<file path="src/rtl/adder_rc_pipe_if.sv">
// Operand/result bundle for the pipelined ripple-carry adder.
// The master drives operands and accepts results; the slave is the adder.
interface adder_rc_pipe_if #(
    parameter int WIDTH = 32
);
    logic             in_valid;
    logic             in_ready;
    logic [WIDTH-1:0] A;
    logic [WIDTH-1:0] B;
    logic             Ci;
    logic             out_valid;
    logic             out_ready;
    logic [WIDTH:0]   S;
    logic             Ovf;

    modport master (
        output in_valid, A, B, Ci, out_ready,
        input  in_ready, out_valid, S, Ovf
    );

    modport slave (
        input  in_valid, A, B, Ci, out_ready,
        output in_ready, out_valid, S, Ovf
    );
endinterface

</file>
<file path="src/rtl/adder_rc_pipe.sv">
// Pipelined ripple-carry adder: WIDTH bits split into STAGES chunks, one chunk per
// stage, carry registered between stages, single global stall from the output side.
module adder_rc_pipe #(
    parameter int WIDTH  = 32,
    parameter int STAGES = 4
) (
    input  logic           clk,
    input  logic           rst_n,
    adder_rc_pipe_if.slave bus
);
    localparam int CHUNK = WIDTH / STAGES;
    localparam int PREV  = (STAGES > 1) ? STAGES - 2 : 0;

    if (STAGES < 1 || STAGES > WIDTH || (WIDTH % STAGES) != 0) begin : g_bad_params
        $error("adder_rc_pipe: WIDTH must be a multiple of STAGES and 1 <= STAGES <= WIDTH");
    end

    logic             valid_q [STAGES];
    logic             carry_q [STAGES];
    logic [WIDTH-1:0] sum_q   [STAGES];
    logic [WIDTH-1:0] a_q     [STAGES];
    logic [WIDTH-1:0] b_q     [STAGES];
    logic             ovf_q;

    logic             valid_d [STAGES];
    logic             carry_d [STAGES];
    logic [WIDTH-1:0] sum_d   [STAGES];
    logic [WIDTH-1:0] a_d     [STAGES];
    logic [WIDTH-1:0] b_d     [STAGES];
    logic [CHUNK:0]   part_d  [STAGES];
    logic             ovf_d;
    logic             adv;

    assign adv = !valid_q[STAGES-1] || bus.out_ready;

    always_comb begin
        ovf_d = ovf_q;
        for (int k = 0; k < STAGES; k++) begin
            valid_d[k] = valid_q[k];
            carry_d[k] = carry_q[k];
            sum_d[k]   = sum_q[k];
            a_d[k]     = a_q[k];
            b_d[k]     = b_q[k];
            part_d[k]  = '0;
        end

        part_d[0]              = {1'b0, bus.A[CHUNK-1:0]} + {1'b0, bus.B[CHUNK-1:0]}
                               + (CHUNK+1)'(bus.Ci);
        valid_d[0]             = bus.in_valid && adv;
        carry_d[0]             = part_d[0][CHUNK];
        sum_d[0]               = '0;
        sum_d[0][CHUNK-1:0]    = part_d[0][CHUNK-1:0];
        a_d[0]                 = bus.A;
        b_d[0]                 = bus.B;

        // Operands travel whole so each stage can pick its own chunk at the right time.
        for (int k = 1; k < STAGES; k++) begin
            part_d[k]                 = {1'b0, a_q[k-1][k*CHUNK +: CHUNK]}
                                      + {1'b0, b_q[k-1][k*CHUNK +: CHUNK]}
                                      + (CHUNK+1)'(carry_q[k-1]);
            valid_d[k]                = valid_q[k-1];
            carry_d[k]                = part_d[k][CHUNK];
            sum_d[k]                  = sum_q[k-1];
            sum_d[k][k*CHUNK +: CHUNK] = part_d[k][CHUNK-1:0];
            a_d[k]                    = a_q[k-1];
            b_d[k]                    = b_q[k-1];
        end

        // Overflow is resolved alongside the last chunk, where the sum MSB appears.
        if (STAGES == 1) begin
            ovf_d = (bus.A[WIDTH-1] == bus.B[WIDTH-1])
                 && (part_d[0][CHUNK-1] != bus.A[WIDTH-1]);
        end else begin
            ovf_d = (a_q[PREV][WIDTH-1] == b_q[PREV][WIDTH-1])
                 && (part_d[STAGES-1][CHUNK-1] != a_q[PREV][WIDTH-1]);
        end
    end

    always_ff @(posedge clk or negedge rst_n) begin
        if (!rst_n) begin
            for (int k = 0; k < STAGES; k++) begin
                valid_q[k] <= 1'b0;
                carry_q[k] <= 1'b0;
                sum_q[k]   <= '0;
                a_q[k]     <= '0;
                b_q[k]     <= '0;
            end
            ovf_q <= 1'b0;
        end else if (adv) begin
            for (int k = 0; k < STAGES; k++) begin
                valid_q[k] <= valid_d[k];
                carry_q[k] <= carry_d[k];
                sum_q[k]   <= sum_d[k];
                a_q[k]     <= a_d[k];
                b_q[k]     <= b_d[k];
            end
            ovf_q <= ovf_d;
        end
    end

    assign bus.in_ready  = adv;
    assign bus.out_valid = valid_q[STAGES-1];
    assign bus.S         = {carry_q[STAGES-1], sum_q[STAGES-1]};
    assign bus.Ovf       = ovf_q;
endmodule

</file>
<file path="src/flat_wrapper.sv">
// flat-port wrapper written by rule: the top's interface ports become plain ports
module adder_rc_pipe_flat 
#(
    parameter int WIDTH  = 32,
    parameter int STAGES = 4
)
  (clk, rst_n, bus_in_valid, bus_A, bus_B, bus_Ci, bus_out_ready, bus_in_ready, bus_out_valid, bus_S, bus_Ovf);
  adder_rc_pipe_if #(.WIDTH(WIDTH)) bus_i ();
  input  logic clk;
  input  logic rst_n;
  input wire logic [$bits(bus_i.in_valid)-1:0] bus_in_valid;
  input wire logic [$bits(bus_i.A)-1:0] bus_A;
  input wire logic [$bits(bus_i.B)-1:0] bus_B;
  input wire logic [$bits(bus_i.Ci)-1:0] bus_Ci;
  input wire logic [$bits(bus_i.out_ready)-1:0] bus_out_ready;
  output wire logic [$bits(bus_i.in_ready)-1:0] bus_in_ready;
  output wire logic [$bits(bus_i.out_valid)-1:0] bus_out_valid;
  output wire logic [$bits(bus_i.S)-1:0] bus_S;
  output wire logic [$bits(bus_i.Ovf)-1:0] bus_Ovf;
  assign bus_i.in_valid = bus_in_valid;
  assign bus_i.A = bus_A;
  assign bus_i.B = bus_B;
  assign bus_i.Ci = bus_Ci;
  assign bus_i.out_ready = bus_out_ready;
  assign bus_in_ready = bus_i.in_ready;
  assign bus_out_valid = bus_i.out_valid;
  assign bus_S = bus_i.S;
  assign bus_Ovf = bus_i.Ovf;
  adder_rc_pipe #(.WIDTH(WIDTH), .STAGES(STAGES)) u_core (.clk(clk), .rst_n(rst_n), .bus(bus_i));
endmodule
</file>
<file path="config.mk">
export PLATFORM = sky130hd
export DESIGN_NAME = adder_rc_pipe_flat
export DESIGN_NICKNAME = d
export VERILOG_FILES = /design/src/rtl/adder_rc_pipe_if.sv /design/src/rtl/adder_rc_pipe.sv /design/src/flat_wrapper.sv
export SDC_FILE = /design/constraint.sdc
export NUM_CORES = 1
export LEC_CHECK = 0
export ABC_AREA = 1
export CORE_ASPECT_RATIO = 2
export CORE_UTILIZATION = 35
export CTS_CLUSTER_SIZE = 28
export DETAILED_ROUTE_END_ITERATION = 16
export HOLD_SLACK_MARGIN = 0.03
export RECOVER_POWER = 50
export SYNTH_ARGS = -nofsm -noshare
export SYNTH_HDL_FRONTEND = slang
export SYNTH_SLANG_ARGS = --single-unit
</file>
<file path="constraint.sdc">
create_clock -name clk -period 2.13 [get_ports clk]
set_input_delay 0.3195 -clock clk [delete_from_list [all_inputs] [get_ports clk]]
set_output_delay 0.3195 -clock clk [all_outputs]
set_load 0.05 [all_outputs]
</file>
==> summary.txt <==
Run status
  • Status: finished clean

Critical path
  • Crit path max-delay cell type: clkdlybuf4s50_1
  • Critical Path Sink Type: output port
  • Kind of critical path: reg2out
  • Crit path required time: between 1.5 and 2 ns
  • Crit path max-delay family: buffers and inverters
  • Arrival @ worst endpoint: about 1.7 ns
  • Worst Path Max Fanout: 2
  • Worst-path cell chain: clkdlybuf4s50_1
  • Buf+Inv Stages, Crit Path: 1
  • CP startpoint kind: flip-flop
  • Slowest Stage Delay on Critical Path: 0.83 ns

Logic synthesis
  • Post-synth EDFFs: 0
  • Async SR Flop Fraction: between 90% and 100%
  • Synth Flop Type: dfrtp_1
  • Yosys warns: 0
  • Distinct cells, synth: 22
  • Syn_nets: between 1,000 and 1,500
  • Post-Syn Area: around 0.0083 sq mm
  • Post-Synthesis Cells: around 1,000
  • Syn Area/Cell: roughly 8.5 sq um
  • Seq/Total Area, Yosys: 55.8%
  • Synthesized flop and latch total: roughly 190

Global route
  • Gr ovfl total: 0
  • Initial antenna violation count: 0
  • Vias in the first global route: between 6,000 and 7,000
  • GR Util All Layers: roughly 15%
  • First-pass GRT wire length: ~30,000 microns
  • Largest net degree at the start of global routing: slightly above 80

Routing
  • Drt wl/cell: about 12 microns
  • Initial DRC Count: ~280
  • Via density per instance: roughly 4.6
  • Vias: ~6,300
  • Post-Route WL: between 15,000 and 20,000 microns
  • # DRC: 0
  • Post-route ant nets: 0
  • Drt first pass iters: 7

Placed design
  • Dpl cells: between 1,000 and 1,500
  • Setup WS pre-CTS: -0.0614 ns
  • Port bufs: 104
  • DP HPWL: 12,100 microns
  • GP Congestion: just over 0.8
  • Placed Area: ~0.0097 sq mm

Layout
  • Design area: roughly 0.010 sq mm
  • Fillcell total: between 2,000 and 2,500
  • Highest-count cells in the layout ignoring fill and taps: 417 x nand2_1, 185 x dfrtp_1, 102 x clkdlybuf4s50_1
  • Area Overhead vs Synth: 24.2%
  • Fraction of layout cells with a size suffix above 1: ~5%
  • Fin nets: 1,178
  • Number of non-filler instances in the completed layout: between 1,000 and 1,500
  • Diode count: 0
  • Commonest non-fill, non-tap cell in the layout: nand2_1

Clocking
  • Post-CTS setup buffers: 0
  • H-tree depth: 4
  • Total CTS buffers: 17
  • Worst-Skew Late Latency: approximately 0.44 ns
  • CTS tree: done
  • Clk root buf: clkbuf_16
  • CTS sink count: 185
  • CTS resizes: 0
  • Clock buffer depth: 2
  • Reg clk slew, reported paths: 0.07 ns

STA
  • Least-Margin Pin Slew: roughly 1.5 ns
  • Post-route minimum period: 2.00 ns
  • Setup Skew: 0.00590 ns
  • Final Slew Violations: 0
  • Setup TNS: 0 ns
  • RSZ-0062 raised after global routing: false
  • # setup viols final: 0
  • Setup slack after layout: roughly 0.13 ns
  • Slew headroom: between 3 and 4%
  • Max Freq: around 500 MHz
  • Fin crit share: a little over nine tenths
  • Final Hold Vio Count: 0

Die
  • Die ar.: ~0.024 sq mm
  • Starting density of the core: between 30% and 40%
  • # rows: around 80
  • Die Wd: between 100 and 150 microns
  • Ports: between 100 and 150
  • Die Y: about 220 microns
  • Core Box Area: roughly 0.023 sq mm

Run
  • Max_cap viols: 0

Power
  • Power density cells: ~1500 mW/mm^2
  • Pleak: 5.24 nW
  • Final Power: 15.7 mW
  • VDD IR max: between 700 and 800 uV

Min path
  • Worst Hold Class: in2reg
==> repair_timing <==
action,4_1_cts,5_1_grt
hold buffers,1,0
endpoints found under the setup margin,0,0
endpoints found under the hold margin,51,0
==> flip-flops by register name (all words and copies together) (netlist names) <==
name / flops
u_core.bus.out_valid: 1
u_core.valid_d: 3
u_core.b_d: 48
u_core.sum_d: 48
u_core.carry_q: 3
u_core.bus.S: 33
u_core.bus.Ovf: 1
u_core.a_d: 48
==> layer usage <==
layer | share of wire (%) | track usage [%] | wire length [microns] | vias to the layer above
met5 | 0 | 0 | 0 | -
met4 | 2.8 | 7.20 | 486 | 0
met3 | 2.2 | 2.81 | 381 | 23
met2 | 50 | 26.3 | 8620 | 100
met1 | 44 | 17.9 | 7590 | 2921
li1 | - | - | - | 3236
==> worst paths after layout <==
check / startpoint / slack, ns / endpoint / cells after the start
setup / recovery: u_core.bus.S[28]$_DFFE_PN0N_ / 0.13 / bus_S[28] / 1
hold / removal: bus_B[15] / 0.41 / u_core.b_d[79]$_DFFE_PN0N_ / 3
setup reg to reg: u_core.b_d[24]$_DFFE_PN0N_ / 0.26 / u_core.bus.S[28]$_DFFE_PN0N_ / 7
hold reg to reg: u_core.b_d[83]$_DFFE_PN0N_ / 0.47 / u_core.b_d[51]$_DFFE_PN0N_ / 2
max in group asynchronous: rst_n / 0.41 / u_core.valid_d[2]$_DFFE_PN0N_ / 3
min in group asynchronous: rst_n / 0.77 / u_core.bus.S[4]$_DFFE_PN0N_ / 2
==> stage by stage <==
stage	utilization [%]	hold slack, ns
finish	44.4	0.406
global route	44.4	0.395
CTS	44.5	0.375
detailed placement	41.7	0.324
global placement	41.7	0.327
floorplan	-	0.0239
==> synth_stat cells, types with 4 or more instances <==
cell        n  share of area (%)
dfrtp_1   185                 56
buf_2      33                2.0
o21ai_0    87                5.2
a21oi_1    18                1.1
nand3_1    40                2.4
nand2_1   417                 19
inv_1     101                4.6
clkbuf_1    4               0.18
ha_1       28                4.2
nor2_1     14               0.63
a211oi_1    4               0.36
o21ai_1    17                1.0
fa_1        8                1.9
nand4_1     6               0.45
==> kinds of logic after synthesis <==
logic type	count (synthesis)	share of synthesized area, %
XOR/XNOR	3	0.317
buffers and inverters	143	7.19
AO/OA/AOI/OAI	127	7.80
adder cells (fa/ha/maj)	36	6.15
flip-flops	185	55.8
AND/OR/NAND/NOR	481	22.7
==> report_power, final <==
part / switching (mW) / internal (mW)
clock network: 1.51 / 1.81
logic: 4.18 / 2.39
registers: 0.806 / 5.04
total: 6.50 / 9.23
==> final cells by class <==
class	instances	area (sq um)	share of cell area (%)
flip-flops and latches	185	4630	44.9
inverters	102	385	3.74
multi-input cells	647	3070	29.8
clock inverters	15	200	1.94
repair buffers	120	1240	12.0
well taps	283	354	3.44
clock buffers	17	425	4.13
(Power assumes the default switching activity.)
